<file path="src/rtl/i2c_reg_master.sv">
// i2c_reg_master: single-master I2C initiator for 8-bit register writes and reads.
// Write: S, {DEV_ADDR,0}, A, regAddr, A, wrData, A, P
// Read:  S, {DEV_ADDR,0}, A, regAddr, A, Sr, {DEV_ADDR,1}, A, data, NACK, P
// SCL/SDA are open-drain: the Oe outputs only ever pull low or release.
//
// Handshake: start is sampled only while busy=0. A sampled start latches rnw,
// regAddr and wrData, clears ackErr and raises busy on the next cycle. busy stays
// high until the STOP completes; that cycle drops busy and pulses done, and a
// start presented during the done cycle is accepted. start while busy is dropped.
module i2c_reg_master #(
  parameter logic [6:0] DEV_ADDR = 7'h3c,
  parameter int         SCL_QTR  = 31
) (
  input  logic       clk,
  input  logic       rst,
  input  logic       start,
  input  logic       rnw,
  input  logic [7:0] regAddr,
  input  logic [7:0] wrData,
  output logic [7:0] rdData,
  output logic       busy,
  output logic       done,
  output logic       ackErr,
  output logic       sclOe,
  output logic       sdaOe,
  input  logic       sdaIn,
  output logic [2:0] dbgState
);

  localparam int CW = $clog2(SCL_QTR);
  localparam logic [CW-1:0] QTR_LAST = CW'(SCL_QTR - 1);

  typedef enum logic [2:0] {
    IDLE, START, TX_BYTE, RX_ACK, RESTART, RX_BYTE, TX_NACK, STOP
  } stateT;

  stateT         state, stateNext;
  logic [CW-1:0] qCnt;       // clk cycles within the current quarter
  logic [1:0]    qtr;        // quarter within the current bit slot
  logic [2:0]    bitCnt;     // bit within the current byte, MSB first
  logic [1:0]    byteIdx;    // bytes ACKed so far in this transaction
  logic [7:0]    shiftReg;   // outgoing byte (MSB on the wire) or incoming byte
  logic          rnwL;
  logic [7:0]    regL;
  logic [7:0]    dataL;
  logic          ackBit;     // SDA seen in the ACK slot; 1 means NACK
  logic          sdaMeta, sdaSync;
  logic          tick, sampleTick, slotEnd;

  assign tick       = busy && (qCnt == QTR_LAST);
  assign sampleTick = tick && (qtr == 2'd2);
  assign slotEnd    = tick && (qtr == 2'd3);
  assign dbgState   = state;

  // Two-flop synchroniser for the SDA input
  always_ff @(posedge clk or negedge rst) begin
    if (!rst) begin
      sdaMeta <= 1'b1;
      sdaSync <= 1'b1;
    end else begin
      sdaMeta <= sdaIn;
      sdaSync <= sdaMeta;
    end
  end

  // FSM state register
  always_ff @(posedge clk or negedge rst) begin
    if (!rst) state <= IDLE;
    else      state <= stateNext;
  end

  // Next-state: every phase except IDLE advances only at the end of a bit slot
  always_comb begin
    stateNext = state;
    case (state)
      IDLE:           if (start) stateNext = START;
      START, RESTART: if (slotEnd) stateNext = TX_BYTE;
      TX_BYTE:        if (slotEnd && bitCnt == 3'd7) stateNext = RX_ACK;
      RX_ACK: begin
        if (slotEnd) begin
          if (ackBit) stateNext = STOP;
          else begin
            case (byteIdx)
              2'd0:    stateNext = TX_BYTE;
              2'd1:    stateNext = rnwL ? RESTART : TX_BYTE;
              default: stateNext = rnwL ? RX_BYTE : STOP;
            endcase
          end
        end
      end
      RX_BYTE:        if (slotEnd && bitCnt == 3'd7) stateNext = TX_NACK;
      TX_NACK:        if (slotEnd) stateNext = STOP;
      STOP:           if (slotEnd) stateNext = IDLE;
      default:        stateNext = IDLE;
    endcase
  end

  // Bus line decode: SCL low in q0/q1 of data slots; START/Sr/STOP shape SDA while SCL is high
  always_comb begin
    sclOe = 1'b0;
    sdaOe = 1'b0;
    case (state)
      START: begin
        sclOe = (qtr == 2'd3);
        sdaOe = (qtr != 2'd0);
      end
      RESTART: begin
        sclOe = (qtr == 2'd0) || (qtr == 2'd3);
        sdaOe = qtr[1];
      end
      TX_BYTE: begin
        sclOe = ~qtr[1];
        sdaOe = ~shiftReg[7];
      end
      RX_ACK, RX_BYTE, TX_NACK: sclOe = ~qtr[1];
      STOP: begin
        sclOe = (qtr == 2'd0);
        sdaOe = (qtr != 2'd3);
      end
      default: ;
    endcase
  end

  // Datapath: quarter timing, byte shifting, ACK capture and status outputs
  always_ff @(posedge clk or negedge rst) begin
    if (!rst) begin
      qCnt     <= '0;
      qtr      <= 2'd0;
      bitCnt   <= 3'd0;
      byteIdx  <= 2'd0;
      shiftReg <= 8'h00;
      rnwL     <= 1'b0;
      regL     <= 8'h00;
      dataL    <= 8'h00;
      ackBit   <= 1'b0;
      rdData   <= 8'h00;
      busy     <= 1'b0;
      done     <= 1'b0;
      ackErr   <= 1'b0;
    end else begin
      done <= 1'b0;
      if (busy) begin
        qCnt <= tick ? '0 : qCnt + 1'b1;
        if (tick) qtr <= qtr + 2'd1;
      end
      case (state)
        IDLE: begin
          if (start) begin
            rnwL     <= rnw;
            regL     <= regAddr;
            dataL    <= wrData;
            ackErr   <= 1'b0;
            busy     <= 1'b1;
            shiftReg <= {DEV_ADDR, 1'b0};
            byteIdx  <= 2'd0;
            bitCnt   <= 3'd0;
            qCnt     <= '0;
            qtr      <= 2'd0;
          end
        end
        TX_BYTE: begin
          if (slotEnd) begin
            shiftReg <= {shiftReg[6:0], 1'b0};
            bitCnt   <= bitCnt + 3'd1;
          end
        end
        RX_ACK: begin
          if (sampleTick) ackBit <= sdaSync;
          if (slotEnd) begin
            if (ackBit) ackErr <= 1'b1;
            else begin
              byteIdx <= byteIdx + 2'd1;
              case (byteIdx)
                2'd0:    shiftReg <= regL;
                2'd1:    shiftReg <= rnwL ? {DEV_ADDR, 1'b1} : dataL;
                default: shiftReg <= 8'h00;
              endcase
            end
          end
        end
        RX_BYTE: begin
          if (sampleTick) shiftReg <= {shiftReg[6:0], sdaSync};
          if (slotEnd) begin
            bitCnt <= bitCnt + 3'd1;
            if (bitCnt == 3'd7) rdData <= shiftReg;
          end
        end
        STOP: begin
          if (slotEnd) begin
            busy <= 1'b0;
            done <= 1'b1;
          end
        end
        default: ;
      endcase
    end
  end

endmodule
</file>
<file path="config.mk">
export PLATFORM = sky130hd
export DESIGN_NAME = i2c_reg_master
export DESIGN_NICKNAME = d
export VERILOG_FILES = /design/src/rtl/i2c_reg_master.sv
export SDC_FILE = /design/constraint.sdc
export NUM_CORES = 1
export LEC_CHECK = 0
export BUFFER_PORTS_ARGS = -buffer_cell sky130_fd_sc_hd__buf_2
export CAP_MARGIN = 0
export CORE_AREA = 2 2 76 78
export CTS_BUF_LIST = sky130_fd_sc_hd__clkbuf_8
export DETAILED_ROUTE_END_ITERATION = 16
export DIE_AREA = 0 0 78 80
export GPL_ROUTABILITY_DRIVEN = 0
export PLACE_DENSITY = 0.79
export SYNTH_ARGS = -nofsm -noshare
export SYNTH_HDL_FRONTEND = slang
export SYNTH_SLANG_ARGS = --single-unit
</file>
<file path="constraint.sdc">
create_clock -name clk -period 2.1 [get_ports clk]
set_clock_uncertainty 0.05 [all_clocks]
set_input_delay 0.525 -clock clk [delete_from_list [all_inputs] [get_ports clk]]
set_output_delay 0.525 -clock clk [all_outputs]
set_load 0.05 [all_outputs]
</file>
==> impl_metrics.ini <==
[drt]
drcViolationCount = 0
dr.pass1.iters = 7
vias = 2395
wirelength_um = 6652
wl_per_cell_um = 15.51
drt-initial-drc-count = 219
antenna_left = 0
vias_per_cell = 5.583

[sta]
postLayoutSetupSlackWorst_ns = -0.1104
clock.fmax_mhz = 452.4
rsz0062_at_grt = true
setup_viol = 2
finalCritPeriodShare_pct = 105.3
worstMarginPinSlew_ns = 0.4226
setup_tns_ns = -0.2193
hold_violations = 0
whs_ns = 0.1357
report.final.slew_viol_count = 0
fin_crit_ns = 2.210
slew_headroom_pct = 71.83

[logic_synthesis]
yosysSeqAreaShare_pct = 47.60
synthTopCellsByCount = nand2_1 (68), dfrtp_1 (52), o21ai_0 (15), inv_1 (14), nor2_1 (14)
synth_top_area_cell = dfrtp_1
syn_inst = 295
synth_edf_count = 0
synth_fp_nets = 326
synth_area_mm2 = 0.002844
yosysMostFrequentCell = nand2_1
ys_warn_count = 0
ys_seq_elements = 54
synth_async_sr_flop_share_pct = 100.0
synth.top_cell.area_share_pct = 45.75
ys.flop_type = dfrtp_1
synth.avg_cell_area_um2 = 9.641
synthTopCellsByArea = dfrtp_1 (46%), nand2_1 (9.0%), ha_1 (4.0%), mux2_2 (4.0%), mux2i_1 (3.2%)
synth_cell_types = 52

[global_route]
grt_pass1_vias = 2314
grt_pass1_wl_um = 10790
grt_max_degree = 55
antenna_found_initial = 0
grt-ovfl-total = 0
grt_usage_pct = 21.91

[clocking]
cts_tree = built
postCtsHoldBufs = 0
clkTransAtPathRegs_ns = 0.10
numClockSinks = 54
cts.path.max_buffers = 2
insertion_delay_ns = 0.32
root_buffer = clkbuf_8
cts_made_buffers = 5
htreeDepth = 2

[status]
violations = negative setup slack
status = finished with violations

[final_layout]
fin_util_pct = 64.68
fillers = 416
nets = 387
drive_gt1_share_pct = 31.65
seqCellArea_mm2 = 0.001360
multi_input_comb_area_mm2 = 0.001435
antenna_cells = 0
areaGrowthSynthToFinish_pct = 22.92

[worst_hold_path]
hold_path.class = in -> async

[floorplanning]
rows = 27
die_w_um = 78
die_y_um = 80
ios = 37
fp.dieArea_mm2 = 0.006240
initial_utilization_pct = 52.62
core_mm2 = 0.005405

[placed_design]
pre_cts_ws_ns = 0.05834
dpl.hpwl_um = 4418
numPortBuffers = 36

[critical_path]
slowest_delay_ns = 0.45
arrival_ns = 1.64
r2r-end = shiftReg[7]$_DFFE_PN0P_
worstPathMaxFanout = 5
cp_slowest_cell = dfrtp_2
critical-path-top-delay-family = flip-flops
r2r_cells = 7
endpoint_kind = output pin
path_buf_inv = 2
critPathLaunchType = register
r2r-start = dbgState[2]$_DFFE_PN0P_
regToRegSetupSlack_ns = 0.02
worstSetupPathType = reg -> out
cp.required_ns = 1.52
path_cells = inv_2 > ha_4 > mux2i_2 > o21ai_2 > a21oi_4 > buf_6

[run]
maxCapViolCount = 0

[pwr]
powerDensity_mw_per_mm2 = 498.3
ir_drop_mv = 0.2463
power.leakage_uw = 0.001773
==> power breakdown <==
part	leakage (µW)	internal, µW	switching, µW	total (µW)
Combinational	0.00105	17.5	26.9	44.4
Clock	0.0000544	303	351	654
Sequential	0.000669	1040	0.877	1040
Total	0.00177	1360	379	1740
==> flip-flops by register name, summed over array words and instances (netlist names), 2 cells and up <==
signal and count:
bitCnt 3, byteIdx 2, dataL 8, dbgState 3, qCnt 5, qtr 2
rdData 8, regL 8, shiftReg 8
==> per-layer routing <==
metal	share of wire, %	GRT usage, %	vias up
met1	43	29.36	1141
met4	1.8	7.368	0
met3	5.1	3.507	13
li1	-	-	1146
met5	0	0	-
met2	50	36.38	95
==> layout make-up <==
class | count | area share, %
inverter | 15 | 1.611
tap | 72 | 2.577
clock buffer | 7 | 2.756
multi-input combinational | 212 | 41.05
timing repair buffer | 68 | 12.85
sequential | 54 | 38.90
clock inverter | 1 | 0.2505
==> kinds of logic after synthesis <==
family | count (synthesis) | synth area share, %
compound gates | 61 | 14.69
simple gates | 115 | 18.39
mux | 22 | 8.711
buf+inv | 29 | 4.707
flops | 54 | 47.60
fa+ha+maj | 10 | 4.664
xor+xnor | 4 | 1.232
==> repair_timing <==
item	CTS	global route
buffers inserted	7	6
endpoints found under the setup margin	2	16
resized for setup	8	15
pin swaps	2	4
==> worst max-delay path by stage <==
stage	from	end	slack, ns	cells after the start
3_5_place_dp	qtr[1]$_DFF_PN0_	sclOe	0.06	6
5_1_grt	qtr[0]$_DFF_PN0_	sclOe	-0.16	6
6_report	qtr[1]$_DFF_PN0_	sclOe	-0.11	6
4_1_cts	dbgState[0]$_DFFE_PN0P_	sdaOe	-0.11	3
2_1_floorplan	dbgState[1]$_DFFE_PN0P_	sclOe	-0.07	5
3_3_place_gp	dbgState[0]$_DFFE_PN0P_	sdaOe	0.11	3
==> stage by stage <==
stage | std cells | total power (µW) | area, µm²
after floorplan | 295 | 1065 | 2880
after global placement | 408 | 1109 | 3209
after detailed placement | 408 | 1110 | 3209
after CTS | 423 | 1751 | 3392
after global routing | 429 | 1798 | 3496
final | 429 | 1742 | 3496
==> cell usage in the layout, fill, tap and decap left out, drive strengths merged, types with 5 or more instances in the layout <==
cell type,synthesis,layout
mux2i,9,9
nand2,69,69
o21ai,15,15
buf,8,68
ha,9,9
dfrtp,52,52
clkbuf,6,7
a221oi,5,5
mux2,13,13
nor2,14,14
o22ai,6,6
inv,14,14
nand2b,5,5
a21oi,13,13
Note: power is estimated with default switching activity, not from simulation.
